### src/rtl/fifo_stream_reader.sv
// fifo_stream_reader
//   Pulls words from an upstream synchronous FIFO that has one cycle of read
//   latency. It presents them as a registered valid/ready stream through a
//   3-entry circular skid buffer. Reads are issued only while the buffered
//   words plus the word in flight leave room in the buffer. Because of this,
//   backpressure on the stream side never overflows the buffer.
//
// Ports
//   clock        system clock, all state on the rising edge
//   reset        asynchronous, active-high reset
//   fifo_rdData  upstream read data, valid the cycle after fifo_rd_en
//   fifo_empty   upstream FIFO empty flag
//   fifo_rd_en   upstream read enable (combinational)
//   flush        synchronous discard of buffered and in-flight words
//   m_data       stream data (registered head entry)
//   m_valid      stream valid (registered, equals buf_cnt != 0)
//   m_ready      downstream accept
//   buf_cnt      number of buffered words, 0..3
module fifo_stream_reader #(
  parameter int DATA_WIDTH = 8
) (
  input  logic                  clock,
  input  logic                  reset,
  input  logic [DATA_WIDTH-1:0] fifo_rdData,
  input  logic                  fifo_empty,
  output logic                  fifo_rd_en,
  input  logic                  flush,
  output logic [DATA_WIDTH-1:0] m_data,
  output logic                  m_valid,
  input  logic                  m_ready,
  output logic [1:0]            buf_cnt
);

  localparam int SKID_DEPTH = 3;

  logic [DATA_WIDTH-1:0] mem_reg [SKID_DEPTH];
  logic [1:0]            head_reg, tail_reg, cnt_reg;
  logic                  inflight_reg;
  logic                  m_valid_reg;
  logic [DATA_WIDTH-1:0] m_data_reg;

  logic                  push, pop;
  logic [1:0]            head_next, tail_next, cnt_next;
  logic [DATA_WIDTH-1:0] head_data_next;

  function automatic logic [1:0] ptr_inc(input logic [1:0] p);
    return (p == 2'd2) ? 2'd0 : p + 2'd1;
  endfunction

  // The word in flight is counted as occupied space. Then a read issued now
  // always has a free slot when its data lands next cycle.
  assign fifo_rd_en = !reset && !flush && !fifo_empty &&
                      (({1'b0, cnt_reg} + {2'b00, inflight_reg}) < 3'd3);

  assign push = inflight_reg && !flush;
  assign pop  = m_valid_reg && m_ready;

  always_comb begin
    head_next = pop  ? ptr_inc(head_reg) : head_reg;
    tail_next = push ? ptr_inc(tail_reg) : tail_reg;
    cnt_next  = cnt_reg;
    case ({push, pop})
      2'b10:   cnt_next = cnt_reg + 2'd1;
      2'b01:   cnt_next = cnt_reg - 2'd1;
      default: cnt_next = cnt_reg;
    endcase
    // If the new head slot is the one being written this cycle, take the
    // incoming word directly. The storage is only updated at the edge.
    case (head_next)
      2'd0:    head_data_next = mem_reg[0];
      2'd1:    head_data_next = mem_reg[1];
      default: head_data_next = mem_reg[2];
    endcase
    if (push && (head_next == tail_reg))
      head_data_next = fifo_rdData;
  end

  // Buffer storage holds no reset state. Pointers and count decide which
  // entries are meaningful.
  generate
    for (genvar gi = 0; gi < SKID_DEPTH; gi++) begin : g_entry
      always_ff @(posedge clock) begin
        if (push && (tail_reg == 2'(gi)))
          mem_reg[gi] <= fifo_rdData;
      end
    end
  endgenerate

  always_ff @(posedge clock or posedge reset) begin
    if (reset) begin
      head_reg     <= 2'd0;
      tail_reg     <= 2'd0;
      cnt_reg      <= 2'd0;
      inflight_reg <= 1'b0;
      m_valid_reg  <= 1'b0;
      m_data_reg   <= '0;
    end else if (flush) begin
      // Flush overrides any pop that happens in the same cycle. The popped
      // word was already taken downstream.
      head_reg     <= 2'd0;
      tail_reg     <= 2'd0;
      cnt_reg      <= 2'd0;
      inflight_reg <= 1'b0;
      m_valid_reg  <= 1'b0;
    end else begin
      head_reg     <= head_next;
      tail_reg     <= tail_next;
      cnt_reg      <= cnt_next;
      inflight_reg <= fifo_rd_en;
      m_valid_reg  <= (cnt_next != 2'd0);
      // Data only moves when a valid word will be presented. While the
      // stream is stalled, head_next is unchanged, so m_data holds its value.
      if (cnt_next != 2'd0)
        m_data_reg <= head_data_next;
    end
  end

  // A push into a full buffer without a matching pop means the read gating
  // above is broken.
  always @(posedge clock) begin
    if (!reset && push && !pop)
      assert (cnt_reg != 2'd3);
  end

  assign m_data  = m_data_reg;
  assign m_valid = m_valid_reg;
  assign buf_cnt = cnt_reg;

endmodule

### config.mk
export PLATFORM = sky130hd
export DESIGN_NAME = fifo_stream_reader
export DESIGN_NICKNAME = d
export VERILOG_FILES = /design/src/rtl/fifo_stream_reader.sv
export SDC_FILE = /design/constraint.sdc
export NUM_CORES = 1
export LEC_CHECK = 0
export ABC_CLOCK_PERIOD_IN_PS = 2330
export CORE_MARGIN = 2
export CORE_UTILIZATION = 55
export DETAILED_ROUTE_END_ITERATION = 8
export PLACE_DENSITY_LB_ADDON = 0.2
export SYNTH_ARGS = -nofsm -noshare
export SYNTH_HDL_FRONTEND = slang
export SYNTH_SLANG_ARGS = --single-unit
### constraint.sdc
create_clock -name clock -period 2.33 [get_ports clock]
set_input_delay 0.3495 -clock clock [delete_from_list [all_inputs] [get_ports clock]]
set_output_delay 0.3495 -clock clock [all_outputs]
set_load 0.02 [all_outputs]
After elaboration in Yosys (flattened, before gate mapping)
Memories as Yosys holds them, arrays and structs flattened.
Index checks and enable logic that the tools add are counted.
{ "word_totals": {"n_memories": 1, "wordCells": 64, "input_bits": 13, "out_inout_bits": 12, "mem_bits_rw": 24, "ff_bits": 16} }
{ "classes": {"bitwise_logic": 1, "n_reduce_logical": 19, "eq_ne": 7, "n_mux": 24, "add_sub_neg": 5, "order_cmp": 1} }
{ "mem_list": {"columns": ["name", "words", "width", "rd", "rd_clocked_by_memory_dff", "wr", "line", "text"], "rows": [
  ["mem_reg", 3, 8, 3, 0, 1, "36", "logic [DATA_WIDTH-1:0] mem_reg [SKID_DEPTH];"]
]} }
{ "op_table": {"columns": ["operator", "count"], "rows": [
  ["2-to-1 mux 8 bit", 3],
  ["2-to-1 mux 2 bit", 9],
  ["one-hot mux 8 bit (2 select lines)", 1],
  ["OR reduction 8 bit", 2],
  ["2-to-1 mux 1 bit", 10],
  ["logical AND 1 bit", 9],
  ["adder 2 x 1 -> 2 bit (second input constant)", 3],
  ["== test 2 x 1 -> 1 bit (second input constant)", 3],
  ["== test 2 bit (second input constant)", 3],
  ["zero test 2 bit", 2],
  ["one-hot mux 2 bit (2 select lines)", 1],
  ["nonzero test 2 bit", 2],
  ["adder 2 x 1 -> 3 bit", 1],
  ["zero test 1 bit", 3],
  ["less-than comparator 3 x 2 -> 1 bit (second input constant)", 1],
  ["== test 2 bit", 1],
  ["AND reduction 2 bit", 1],
  ["subtractor 2 x 1 -> 2 bit (second input constant)", 1],
  ["NOT 1 bit", 1]
]} }

Logic depth before layout (Yosys ltp)
{ "logic_depth": {"depth_word": 8, "ltp_mapped": 11, "depth_no_buf": 9} }

Least setup slack after synthesis
OpenSTA, ideal clock, no wires.
{ "synth_path": {"path_kind": "input -> register", "start": "input flush", "end": "register m_data_reg[0] (netlist: m_data[0])", "arrival_ns": 2.262, "path_slack_ns": -0.009, "setup_time_ns": 0.076, "path_buffers": 3, "path_stages": 10, "t_required_ns": 2.254, "cell_sequence": "clkbuf_1 > nand2b_1 > clkbuf_1 > ha_1 > nor3b_1 > or3_1 > buf_2 > inv_2 > o41ai_1 > o21ai_1"} }
{ "synth_between": {"elab_chain_len": 6, "word_cells_on_any_way": 10, "cone_classes": "eq/ne (2); mux (2); bitwise (1); reduce/logical (5)"} }
{ "synth_rtl": {"columns": ["element", "line", "text"], "rows": [
  ["start: declaration", "27", "input logic flush,"],
  ["zero test 1 bit", "55", "assign push = inflight_reg && !flush;"],
  ["logical AND 1 bit", "55", null],
  ["== test 2 x 1 -> 1 bit or == test 2 bit (tied branches)", "62", "case ({push, pop})"],
  ["one-hot mux 2 bit (2 select lines)", "62", null],
  ["nonzero test 2 bit", "113", "if (cnt_next != 2'd0)"],
  ["AND reduction 2 bit (no source line)", null, null],
  ["end signal: assignment", "114", "m_data_reg <= head_data_next;"],
  ["end: declaration", "40", "logic [DATA_WIDTH-1:0] m_data_reg;"]
]} }
Parallel ways exist; a longest one is shown, timed or not.
A chain may end at the register's enable or synchronous reset.

Worst setup path in the final report
{ "layout_path": {"start": "register cnt_reg[0] (netlist: buf_cnt[0])", "end": "output fifo_rd_en"} }
{ "layout_between": {"elab_chain_len": 3} }
{ "layout_rtl": {"columns": ["element", "line", "text"], "rows": [
  ["start: declaration", "37", "logic [1:0] head_reg, tail_reg, cnt_reg;"],
  ["start signal: assignment", "108", "cnt_reg <= cnt_next;"],
  ["adder 2 x 1 -> 3 bit", "53", "(({1'b0, cnt_reg} + {2'b00, inflight_reg}) < 3'd3);"],
  ["less-than comparator 3 x 2 -> 1 bit", "53", null],
  ["logical AND 1 bit", "52", "assign fifo_rd_en = !reset && !flush && !fifo_empty &&"],
  ["end: declaration", "26", "output logic fifo_rd_en,"]
]} }
No other way between the ends.

==> out/results.txt <==
Status = complete, no violations
Chip Width = 65.1 um
Final setup fails = 0
Count leader, synth = edfxtp_1
Skew final = 0.00729 ns
Synth async-reset ratio = 40.0%
Crit path max fanout = 2
Multi-input gate area = 851 sq um
Final Non-Filler Cells = 247
Clock power frac = 28.7%
DP HPWL = 3.23 mm
Logic pwr share = 25.1%
Max-slew violations = 0
Cell mode on critical path = ha_1
Clk Latency, worst-skew pair = 0.29 ns
Number of DRC markers in iteration 0 = 156
Number of global-route vias before repair = 1543
NumNets Final = 214
Yosys warns = 0
Cell family with most CP delay = simple AND/OR/NAND/NOR gates
Clk slew on worst S/H paths = 0.07 ns
Routed vias = 1483
Largest net degree at the start of global routing = 17
TritonCTS Sinks = 40
Synth Instances = 158
Final RePlAce weighted congestion = 0.827
Leakage = 0.951 nW
Final worst path period need = 2.19 ns
Htree depth = 2
Register share of total power = 46.3%
VDD IR max = 501 uV
Synthesized cell area = 2050 sq um
GRT Util Overall = 25.1%
Routed wire length = 4.51 mm
Cell variety after synth = 33
Arrival @ worst endpoint = 1.84 ns
Synth top cells by count = 24 x edfxtp_1, 16 x dfrtp_1, 14 x a21oi_1, 14 x nand2_1
Hold Crit Class = register to register
Synth top area share = 35.1%
Pwr/cell area = 752 nW/um^2
Fillers = 277
Clk root buf = clkbuf_8
Die ar. = 4230 sq um
CTS Buf Count = 5
Main synth FF type = edfxtp_1
Synth-to-layout area growth = 23.7%
Worst Setup Path Type = register to output pin
Net Switching = 0.525 mW
Wire per inst = 18.3 um
Final hold violation count = 0
Boundary pin count = 25
Port Buffers = 24
Cell-internal power = 1.38 mW
Syn Nets = 174
Critical Path RT = 1.98 ns
Overflow after GRT = 0
FF+latch count, synth = 40
Setup TNS = 0 ns
Fmax = 457 MHz
Die Span Y = 65.1 um
TritonCTS clock tree = yes
WHS = 0.490 ns
RSZ-0062 raised after global routing = no
Design area = 2540 sq um
Clock buffer depth = 2
Crit path cell chain = ha_1, ha_1, or4_1, a21oi_1, buf_2
Total power = 1.91 mW
Fin crit share = 93.9%
Seq. cell area = 1120 sq um
CP Launch Type = register
Post-route ant nets = 0
Placed insts = 239
Fraction of layout cells with a size suffix above 1 = 23.6%
CP Capture Type = output pin
Core Rows = 22
Post-synth EDFFs = 24
Relative slew slack = 55.9%
Area leader, netlist = edfxtp_1
Max reg flops = 24
Buf/Inv on CP = 1
Sw Ratio = 27.5%
First-pass GRT wire length = 7.67 mm
Hold Buf Count CTS = 0
CP peak stage delay = 0.42 ns
Initial core utilization = 56.4%
Slew @ Worst Pin = 0.661 ns
Post-DP Area = 2430 sq um
Residual DRC = 0
Sequential share of the synthesized area = 54.7%
Antenna violations before repair = 0
DRT Pass-1 Iters = 4
Top cells by area, synth = edfxtp_1 35%, dfrtp_1 20%, mux4_2 8.8%, mux2_1 4.9%, mux2_2 3.8%
Routed vias/inst = 6.00
Max Cap Violations = 0
Core area = 3630 sq um
Antenna Cells = 0
Crit-path slowest cell = or4_1
Mean Syn Cell Area = 13.0 sq um
timing repair:
action / CTS / global route
setup buffers: 0 / 0
resized for setup: 3 / 1
cloned: 0 / 0
endpoints found under the setup margin: 1 / 1
cell families after synthesis:
logic type / Yosys count / share of synthesized area, %
muxes: 24 / 17.6
AOI/OAI and AO/OA: 37 / 12.2
adders and majority gates: 3 / 1.83
xor gates and xnor gates: 4 / 1.71
and+or+nand+nor: 34 / 8.18
buffers and inverters: 16 / 3.84
DFF: 40 / 54.7
worst reg2reg max path, cell delays in order, from the launching register on:
cell,delay [ns]
dfrtp_1,0.46
nand2_1,0.15
inv_2,0.07
ha_1,0.23
xnor2_1,0.14
nor3b_1,0.06
or3_1,0.37
inv_2,0.16
o41ai_1,0.10
o21ai_1,0.15
worst paths after layout:
kind / startpoint / to / slack (ns) / depth (start not counted)
worst max-delay path: buf_cnt[0] / fifo_rd_en / 0.14 / 5
worst min-delay path: m_data[7] / m_data[7] / 0.49 / 2
worst max register to register: m_valid / m_data[6] / 0.35 / 9
worst min register to register: m_data[7] / m_data[7] / 0.49 / 2
max in group asynchronous: reset / m_data[6] / 1.40 / 2
min in group asynchronous: reset / tail_reg[1] / 0.50 / 2
stage by stage:
step                setup slack, ns  util, %
floorplan                     0.116        -
global placement            -0.0638     67.0
detailed placement          -0.0986     67.0
CTS                          0.0376     70.0
global route                 0.0790     69.8
finish                        0.142     69.8
layout make-up:
type                    instances  area share (%)
clock inverters                 2            1.38
clock buffers                   6            2.86
multi-input cells             102            33.5
inverters                       7            1.04
well taps                      48            2.37
flip-flops and latches         40            44.2
repair buffers                 42            14.6
power by group through the flow:
stage / combinational, mW / clock [mW] / sequential, mW
floorplan: 0.167 / 0 / 0.975
global placement: 0.466 / 0 / 0.893
detailed placement: 0.480 / 0 / 0.897
CTS: 0.482 / 0.556 / 0.882
global route: 0.522 / 0.574 / 0.893
finish: 0.478 / 0.547 / 0.882
cells in the final DEF, fill, tap and decap left out, types with 2 or more instances in the layout:
cell type,n
clkbuf_8,5
nand2_1,14
ha_1,3
nor3_1,4
xnor2_1,3
mux4_2,8
clkdlybuf4s50_1,23
or3_1,3
o21ai_1,9
edfxtp_1,24
inv_2,2
nor2_1,5
buf_4,18
nand3_1,2
mux2_1,9
o41ai_1,8
a21oi_1,14
mux2_2,7
dfrtp_1,16
nor3b_1,2
inv_1,5
metal layers:
| layer | global-route usage, % | up-vias | routed length (um) |
|---|---|---|---|
| met5 | 0 | - | 0 |
| met4 | 12.2 | 0 | 100 |
| met3 | 5.56 | 10 | 279 |
| met2 | 40.6 | 55 | 2250 |
| met1 | 32.1 | 730 | 1870 |
| li1 | - | 688 | - |
No activity file was read; power rests on OpenSTA's default activity.
==> patch (same settings) <==
The parameter `DATA_WIDTH` goes from 8 to 6.
--- a/src/rtl/fifo_stream_reader.sv
+++ b/src/rtl/fifo_stream_reader.sv
@@ -18,5 +18,5 @@
 //   buf_cnt      number of buffered words, 0..3
 module fifo_stream_reader #(
-  parameter int DATA_WIDTH = 8
+  parameter int DATA_WIDTH = 6
 ) (
   input  logic                  clock,
Ports: changed (resized fifo_rdData and m_data); port bits go from 25 to 21. The function was not compared with the original's and may differ.
==> patch against the unedited design <==
Worst setup slack worse by 0.044 ns. Clock power fell by 26%. Highest routed layer unchanged. Largest cell class unchanged. Total power down 24%. Global-route usage is 1.5 points lower. Critical path depth unchanged. Synthesized area is 30% lower. Sequential cell count is 8 lower. Wire length down 34%. Design area is 25% lower. Largest power group unchanged. Sequential share of layout area up 2.9 points.
==> patch: results (changes against the unedited design) <==
Status
  • Status: completed

Routing
  • Mean number of vias per cell: 5.56 (-7.3%)
  • TritonRoute pass-1 iters: 4 (unchanged)
  • DR iter-0 viols: 14 (-91%)
  • Per-cell routed wire length: 16.3 um (-11%)

Layout
  • Max FFs per register: 18 (-25%)
  • Fin cells: 183 (-26%)
  • Layout cells sized above 1: 22.9% (-0.74 points)
  • Nets: 166 (-22%)
  • Ant. Diodes: 0 (unchanged)

Global route
  • Largest net degree at the start of global routing: 15 (-2)
  • Initial antenna violation count: 0 (unchanged)
  • First-pass GRT wire length: 4750 um (-38%)
  • Overall Global Routing Usage: 23.6% (-1.5 points)
  • Vias in the first global route: 1032 (-33%)

STA
  • Final hold slack: 0.376 ns (-0.115 ns)
  • Clk_skew: 0.0108 ns (+0.00350 ns)
  • Slew @ Worst Pin: 0.557 ns (-0.105 ns)

Placed design
  • Placed cell count: 175 (-27%)
  • IO buf count: 20 (-17%)
  • Post-DP Area: 1820 sq um (-25%)
  • GPL Wtd Cong: 0.767 (-7.3%)
  • DP Wirelength: 2170 um (-33%)

Worst setup path
  • Worst path arrival time: 1.88 ns (+0.04 ns)
  • R2R cell count: 8 (-1)
  • Max FO, Critical Path: 2 (unchanged)
  • Reg-to-Reg End: m_data[4]
  • Reg-to-reg startpoint: inflight_reg
  • R2R setup slack: 0.32 ns (-0.03 ns)

Clock tree
  • CTS Buf Count: 5 (unchanged)
  • Clk_lat worst skew: 0.34 ns (+0.05 ns)
  • CTS clk-pin slew, worst paths: 0.10 ns (+0.03 ns)
  • Setup bufs post-CTS: 0 (unchanged)
  • Clock tree root buffer cell: clkbuf_4

Pwr
  • VDD IR max: 0.825 mV (+64%)
  • Leak: 0.806 nW (-15%)

Synthesis
  • Largest cells by area after synthesis: edfxtp_1 (38%), dfrtp_1 (24%), mux2i_1 (4.2%)
  • Synth warn: 0 (unchanged)
  • Synth Flop Type: edfxtp_1
  • Netlist cell types: 28 (-15%)
  • Synthesized Nets: 125 (-28%)
  • Ys async rst share: 43.8% (+3.7 points)
  • Syn avg cell area: 12.9 sq um (-0.47%)
  • Commonest cells in the synthesized netlist: edfxtp_1 (18), dfrtp_1 (14), nor2_1 (12)
  • Post-synthesis sequential area ratio: 62.1% (+7.5 points)
  • EDFF count, synth: 18 (-25%)

Hold path
  • Worst min-delay path class: in -> async
patch: changes by cell type in the layout (fill, tap and decap cells not counted), moves of 8 or more:
cell     unedited run  this run
nand2_1            14         2
mux4_2              8         0
mux2_1              9         0
o41ai_1             8         0
o21ai_1             9         0
patch: routing by layer:
metal  part of all wire, %  track usage [%]  up-vias
met5                     0                0        -
met4                   1.5             9.35        0
met3                   4.7             6.72        6
met2                    50             37.9       22
met1                    44             30.2      504
li1                      -                -      486
patch: how the worst max path moves through the flow:
stage,from,end,slack [ns],cells past startpoint
3_5_place_dp,flush,m_data[2],-0.17,9
2_1_floorplan,flush,m_data[1],0.07,9
6_report,buf_cnt[0],fifo_rd_en,0.1,5
4_1_cts,buf_cnt[0],fifo_rd_en,0.08,5
5_1_grt,inflight_reg,fifo_rd_en,0.03,5
3_3_place_gp,flush,fifo_rd_en,-0.1,4
patch: repair_timing:
action / 4_1_cts / 5_1_grt
endpoints found under the hold margin: 0 / 0
gates resized for setup: 4 / 0
setup endpoints to repair: 1 / 0
patch: layout make-up:
type | count | area (sq um)
Clock inverter | 2 | 35.0
Sequential cell | 32 | 891
Multi-Input combinational cell | 69 | 529
Clock buffer | 6 | 41.3
Timing Repair Buffer | 39 | 338
Inverter | 5 | 18.8
Tap cell | 30 | 37.5
Fill cell | 157 | 587
patch: logic make-up (layout without fill, tap and decap cells):
family	after synthesis	in the layout	share of synthesized area [%]
compound gates	21	21	11.3
xor+xnor	4	4	2.44
fa+ha+maj	3	3	2.62
buf+inv	10	52	2.62
flops	32	32	62.1
mux	7	7	5.76
simple gates	34	34	13.1
patch: critical path, cell delays in order, from the launching register on:
cell	delay, ns
dfrtp_1	0.41
ha_1	0.21
ha_1	0.18
or4_1	0.43
a21oi_1	0.14
buf_2	0.18
patch: stage by stage:
step | power, mW | worst slack (ns)
after floorplan | 0.880 | 0.0692
after global placement | 1.04 | -0.0963
after detailed placement | 1.06 | -0.173
after CTS | 1.46 | 0.0787
after global routing | 1.51 | 0.0312
final | 1.45 | 0.0977
patch: report_power, final:
group | internal [mW] | leakage [nW] | switching, mW
Combinational | 0.193 | 0.416 | 0.170
Sequential | 0.650 | 0.347 | 0.0338
Clock | 0.225 | 0.0422 | 0.181
